### config.mk
export PLATFORM = sky130hd
export DESIGN_NAME = serial_adder
export DESIGN_NICKNAME = d
export VERILOG_FILES = /design/src/rtl/serial_adder.sv
export SDC_FILE = /design/constraint.sdc
export NUM_CORES = 1
export LEC_CHECK = 0
export BUFFER_PORTS_ARGS = -buffer_cell sky130_fd_sc_hd__buf_2
export CORE_AREA = 2 2 59 61
export DETAILED_ROUTE_END_ITERATION = 16
export DIE_AREA = 0 0 61 63
export GPL_TIMING_DRIVEN = 0
export PLACE_DENSITY = 0.82
export SLEW_MARGIN = 10
export SYNTH_ARGS = -nofsm -noshare
export SYNTH_HDL_FRONTEND = slang
export SYNTH_SLANG_ARGS = --single-unit
export TNS_END_PERCENT = 30
### constraint.sdc
create_clock -name clk -period 4.7 [get_ports clk]
set_clock_uncertainty 0.15 [all_clocks]
set_input_delay 0.94 -clock clk [delete_from_list [all_inputs] [get_ports clk]]
set_output_delay 0.94 -clock clk [all_outputs]
set_load 0.01 [all_outputs]
### src/rtl/serial_adder.sv
// serial_adder: bit-serial adder, one full-adder cell, LSB first, start/busy/done handshake
//   clk      in   1      rising-edge clock
//   rst      in   1      synchronous active-high reset
//   start    in   1      request an addition; accepted in IDLE or DONE only
//   a_in     in   WIDTH  operand A, captured on accept
//   b_in     in   WIDTH  operand B, captured on accept
//   cin      in   1      carry-in, captured on accept
//   busy     out  1      addition in progress
//   done     out  1      one-cycle pulse when sum_out/cout update
//   sum_out  out  WIDTH  (a_in + b_in + cin) mod 2^WIDTH, held until next done
//   cout     out  1      carry out of bit WIDTH-1, held with sum_out
module serial_adder #(
   parameter int WIDTH = 8
) (
   input  logic             clk,
   input  logic             rst,
   input  logic             start,
   input  logic [WIDTH-1:0] a_in,
   input  logic [WIDTH-1:0] b_in,
   input  logic             cin,
   output logic             busy,
   output logic             done,
   output logic [WIDTH-1:0] sum_out,
   output logic             cout
);
   localparam int CW = $clog2(WIDTH);
   typedef enum logic [1:0] {IDLE, RUN, DONE} state_t;
   state_t           state_q, state_d;
   logic [WIDTH-1:0] a_q, a_d, b_q, b_d, sh_q, sh_d, sum_q, sum_d;
   logic [CW-1:0]    cnt_q, cnt_d;
   logic             c_q, c_d, cout_q, cout_d, s, c_nxt, accept;
   always_comb begin
      s       = a_q[0] ^ b_q[0] ^ c_q;
      c_nxt   = (a_q[0] & b_q[0]) | (a_q[0] & c_q) | (b_q[0] & c_q);
      accept  = start && state_q != RUN;
      state_d = state_q;
      a_d     = a_q;
      b_d     = b_q;
      sh_d    = sh_q;
      sum_d   = sum_q;
      cnt_d   = cnt_q;
      c_d     = c_q;
      cout_d  = cout_q;
      if (accept) begin
         state_d = RUN;
         a_d     = a_in;
         b_d     = b_in;
         c_d     = cin;
         cnt_d   = '0;
      end else if (state_q == RUN) begin
         a_d   = a_q >> 1;
         b_d   = b_q >> 1;
         sh_d  = {s, sh_q[WIDTH-1:1]};
         c_d   = c_nxt;
         cnt_d = cnt_q + CW'(1);
         if (cnt_q == CW'(WIDTH - 1)) begin
            state_d = DONE;
            sum_d   = {s, sh_q[WIDTH-1:1]};
            cout_d  = c_nxt;
         end
      end else if (state_q == DONE) begin
         state_d = IDLE;
      end
   end
   always_ff @(posedge clk) begin
      if (rst) begin
         state_q <= IDLE;
         a_q     <= '0;
         b_q     <= '0;
         sh_q    <= '0;
         sum_q   <= '0;
         cnt_q   <= '0;
         c_q     <= 1'b0;
         cout_q  <= 1'b0;
      end else begin
         state_q <= state_d;
         a_q     <= a_d;
         b_q     <= b_d;
         sh_q    <= sh_d;
         sum_q   <= sum_d;
         cnt_q   <= cnt_d;
         c_q     <= c_d;
         cout_q  <= cout_d;
      end
   end
   assign busy    = state_q == RUN;
   assign done    = state_q == DONE;
   assign sum_out = sum_q;
   assign cout    = cout_q;
endmodule

* After elaboration in Yosys (flattened, before gate mapping) *
Index checks and enable logic that the tools add are counted.

storage, ports and cells
  bits in read-only memories = 0
  input port bits = 20
  latch bits = 0
  output and inout port bits = 11
  memories = 0
  logic and storage cells = 43
  bits in writable memories = 0
  register bits = 39

operators by class
  equal/unequal tests = 6
  bitwise gates (word level) = 8
  order comparisons = 0
  div/mod/pow operators = 0
  $mul = 0
  reductions and logical operators = 9
  shift operators = 0
  muxes and demuxes = 10
  add/subtract/negate cells = 1

operators with widths
  operator                                       number
  two-way mux 8 bit                              4
  two-way mux 2 bit                              3
  AND reduction 2 bit                            3
  != test 2 x 1 -> 1 bit, second input constant  2
  nonzero test 2 bit                             2
  adder 3 x 1 -> 3 bit, second input constant    1
  bitwise AND 1 bit                              3
  == test 3 bit, second input constant           1
  two-way mux 1 bit                              3
  != test 3 x 1 -> 1 bit, second input constant  1
  AND reduction 3 bit                            1
  nonzero test 3 bit                             1
  == test 2 x 1 -> 1 bit, second input constant  1
  == test 2 bit, second input constant           1
  bitwise OR 1 bit                               2
  OR reduction 2 bit                             1
  bitwise XOR 1 bit                              2
  logical AND 1 bit                              1
  NOT 1 bit                                      1

* Depth between registers and ports, before layout *
  depth in word-level cells = 5
  depth in mapped cells = 8

* Worst setup path after synthesis *
Ideal clock, no wire load.

  kind = in2reg
  from = input rst
  to = register a_q[7]
  arrival time = 1,586 ps
  stages on the path = 3
  setup slack = 2,836 ps
  path buffers = 2
  cell sequence = clkbuf_1 clkbuf_1 nor2_1

RTL lines
  element                 RTL line  RTL
  start: declaration      16        input logic rst,
  end signal: assignment  68        a_q <= '0;
  end signal: assignment  77        a_q <= a_d;
  end: declaration        29        logic [WIDTH-1:0] a_q, a_d, b_q, b_d, sh_q, sh_d, sum_q, sum_d;

No word-level cell between the ends.

* Final worst setup path *
  from = register state_q[0]
  to = output busy

on the way
  word-level cells in the longest chain between the ends = 1

ends and longest elaborated chain
  element                   RTL line  RTL
  start: declaration        28        state_t state_q, state_d;
  start signal: assignment  76        state_q <= state_d;
  == test 2 x 1 -> 1 bit    86        assign busy = state_q == RUN;
  end: declaration          21        output logic busy,

No other way between the ends.

==> flow_metrics.tcl <==
set metrics [dict create \
    holdCritPathClass "reg -> reg" \
    preCtsSetupSlack_ns 2.56 \
    timing.final.max_slew_violations 0 \
    worstPathMaxFanout 5 \
    vias_in_the_first_global_route 1282 \
    detail_route.drc_violations 0 \
    place.port_buffers 29 \
    final.setup.worst_slack_ns 2.41 \
    place_hpwl_um 2270 \
    vias 1362 \
    clock_path_buffers 2 \
    rows 21 \
    p_leak_uw 0.000795 \
    drt_pre_antenna_iters 6 \
    timing.critical_path.to_type "output port" \
    timing.final.hold_violations 0 \
    grt_first_pass_wirelength_um 5530 \
    syn_to_final_growth_pct 15.8 \
    route.detailed.wl_per_inst_um 11.7 \
    n_antenna_cell 0 \
    cts_max_level 2 \
    final.min_clock_period_ns 2.29 \
    drive_above_1_share 0.229 \
    syn-cell-area_mm2 0.00167 \
    postRouteWirelength_um 3150 \
    die_x_um 61 \
    core-area_mm2 0.00323 \
    finalSetupViolations 0 \
    cpMaxStageDelayCell "dfxtp_1" \
    boundaryPins 31 \
    finalCritPeriodShare 0.487 \
    synthesized_instance_count 186 \
    unrepaired_setup_endpoints_after_global_routing "no" \
    critPathRequiredTime_ns 3.61 \
    detail-route-antenna-nets 0 \
    start_kind "flip-flop" \
    power_per_cell_area_mw_per_mm2 331 \
    drv.max_cap_violation_count 0 \
    post_cts.repair.setup_buffers 0 \
    root_buffer "clkbuf_4" \
    synth_warnings 0 \
    maxClockFrequency_mhz 437 \
    vias_per_cell 5.06 \
    floorplan.initialDensity 0.516 \
    die_area_mm2 0.00384 \
    netlist-cell-type-count 27 \
    cts-buffers-inserted 5 \
    timing.critical_path.arrival_ns 1.20 \
    hold-worst-slack_ns 0.307 \
    first_iter_violations 47 \
    totalNegativeSetupSlack_ns 0 \
    tightestPinTransition_ns 0.488 \
    finish.net_count 249 \
    timing.max_slew.rel_slack 0.674 \
    commonest_non_fill_non_tap_cell_in_the_layout "nand2_1" \
    worst-path-buf-inv 1 \
    clock-sinks 38 \
    grt_max_degree 12 \
    hold_buffers 0 \
    worst_skew_pair.late_latency_ns 0.34 \
    yosysSeqAreaShare 0.456 \
    largest_stage_delay_on_the_critical_path_ns 0.42 \
    clk_pin_slew_worst_paths_ns 0.10 \
    layout.cells.most_common_list "nand2_1, dfxtp_1, buf_2" \
    cp_cell_sequence "ha_1, buf_2" \
    synth.net_count 213 \
    chipHeight_um 63 \
    top_cell_family_by_delay_on_the_critical_path "flip-flops" \
    synth-seq-cells 38 \
    max-vdd-ir-drop_mv 0.169 \
    grt_use_total 0.190 \
    cts_repair_resize_count 0 \
    initial_antenna_violation_count 0 \
    syn_area_per_cell_um2 8.97 \
    final_weighted_congestion_in_routability_driven_placement 0.807 \
    worst-setup-path-type "reg -> out" \
    globalRoute.totalOverflow 0 \
    run_status "finished, final reports clean" \
    tritoncts "yes" \
]
[worst register-to-register path, cell delays in order (launching register included)]
cell	delay, ns
dfxtp_1	0.42
ha_1	0.27
buf_2	0.30
nand2_1	0.25
nand2_1	0.12
a21oi_1	0.07
[stage by stage]
step	cell area, µm²	utilization	std cells	total power [µW]
3_3_place_gp	1870	0.579	261	468
3_5_place_dp	1870	0.579	261	471
5_1_grt	1930	0.597	269	677
6_report	1930	0.597	269	639
2_1_floorplan	1670	-	186	442
4_1_cts	1930	0.597	269	645
[power breakdown]
group / total, µW / internal (µW) / switching (µW)
Combinational: 111 / 50.0 / 61.0
Clock: 175 / 72.5 / 103
Sequential: 352 / 341 / 11.6
Total: 639 / 463 / 175
[layout make-up]
cell class	instances	area, µm²
clock buffer	7	55.1
inverter	2	7.51
fill	303	1300
clock inverter	1	5.00
tap	46	57.6
sequential	38	761
buffer	15	111
multi-input combinational	131	788
timing repair buffer	29	145
[cell families (layout without fill, tap and decap cells)]
group,count (synthesis),count (layout),share of synthesized area
AOI/OAI and AO/OA,30,30,0.144
xor gates and xnor gates,1,1,0.00525
adders and majority gates,7,7,0.0570
buffers and inverters,17,54,0.0713
DFF,38,38,0.456
muxes,9,9,0.0540
and+or+nand+nor,84,84,0.212
[synthesized netlist by cell type]
| master | number | share of area |
|---|---|---|
| nor2b_4 | 1 | 0.0083 |
| buf_12 | 1 | 0.012 |
| nand3b_1 | 1 | 0.0045 |
| a32oi_1 | 1 | 0.0053 |
| o21ai_0 | 1 | 0.0030 |
| nand2b_1 | 1 | 0.0038 |
| buf_8 | 1 | 0.0090 |
| ha_1 | 6 | 0.045 |
| mux2i_1 | 9 | 0.054 |
| or2_2 | 1 | 0.0038 |
| xnor2_1 | 1 | 0.0053 |
| a21oi_1 | 11 | 0.033 |
| nor2_1 | 25 | 0.056 |
| dfxtp_1 | 38 | 0.46 |
| buf_6 | 3 | 0.020 |
| fa_1 | 1 | 0.012 |
| inv_1 | 2 | 0.0045 |
| nand2_1 | 41 | 0.092 |
| a311oi_2 | 4 | 0.036 |
| or3_1 | 1 | 0.0038 |
| nor2b_1 | 1 | 0.0038 |
| clkbuf_1 | 6 | 0.014 |
| a311oi_1 | 11 | 0.058 |
| nand3_1 | 9 | 0.027 |
| buf_2 | 4 | 0.012 |
| nor3_1 | 3 | 0.0090 |
| a22oi_1 | 2 | 0.0090 |
[worst paths after layout]
| check | start | to | slack, ns | depth (start not counted) |
|---|---|---|---|---|
| setup / recovery | state_q[0]$_SDFFE_PP0P_ | busy | 2.41 | 2 |
| hold reg to reg | sum_out[3]$_SDFFE_PP0P_ | sum_out[3]$_SDFFE_PP0P_ | 0.31 | 2 |
| setup reg to reg | state_q[0]$_SDFFE_PP0P_ | sum_out[1]$_SDFFE_PP0P_ | 2.99 | 5 |
| hold / removal | sum_out[3]$_SDFFE_PP0P_ | sum_out[3]$_SDFFE_PP0P_ | 0.31 | 2 |
[sequential cells by signal, summed over array words and instances (netlist names)]
name / cells
a_q: 8
state_q: 2
sum_out: 8
cnt_q: 3
b_q: 8
cout: 1
sh_q: 7
c_q: 1
[metal layers]
| metal | up-vias | track usage | wire [µm] |
|---|---|---|---|
| met3 | 8 | 0.0559 | 123 |
| met5 | - | 0 | 0 |
| li1 | 712 | - | - |
| met1 | 613 | 0.230 | 1430 |
| met2 | 29 | 0.304 | 1540 |
| met4 | 0 | 0.0842 | 53 |
Note: power is estimated with default switching activity, not from simulation.
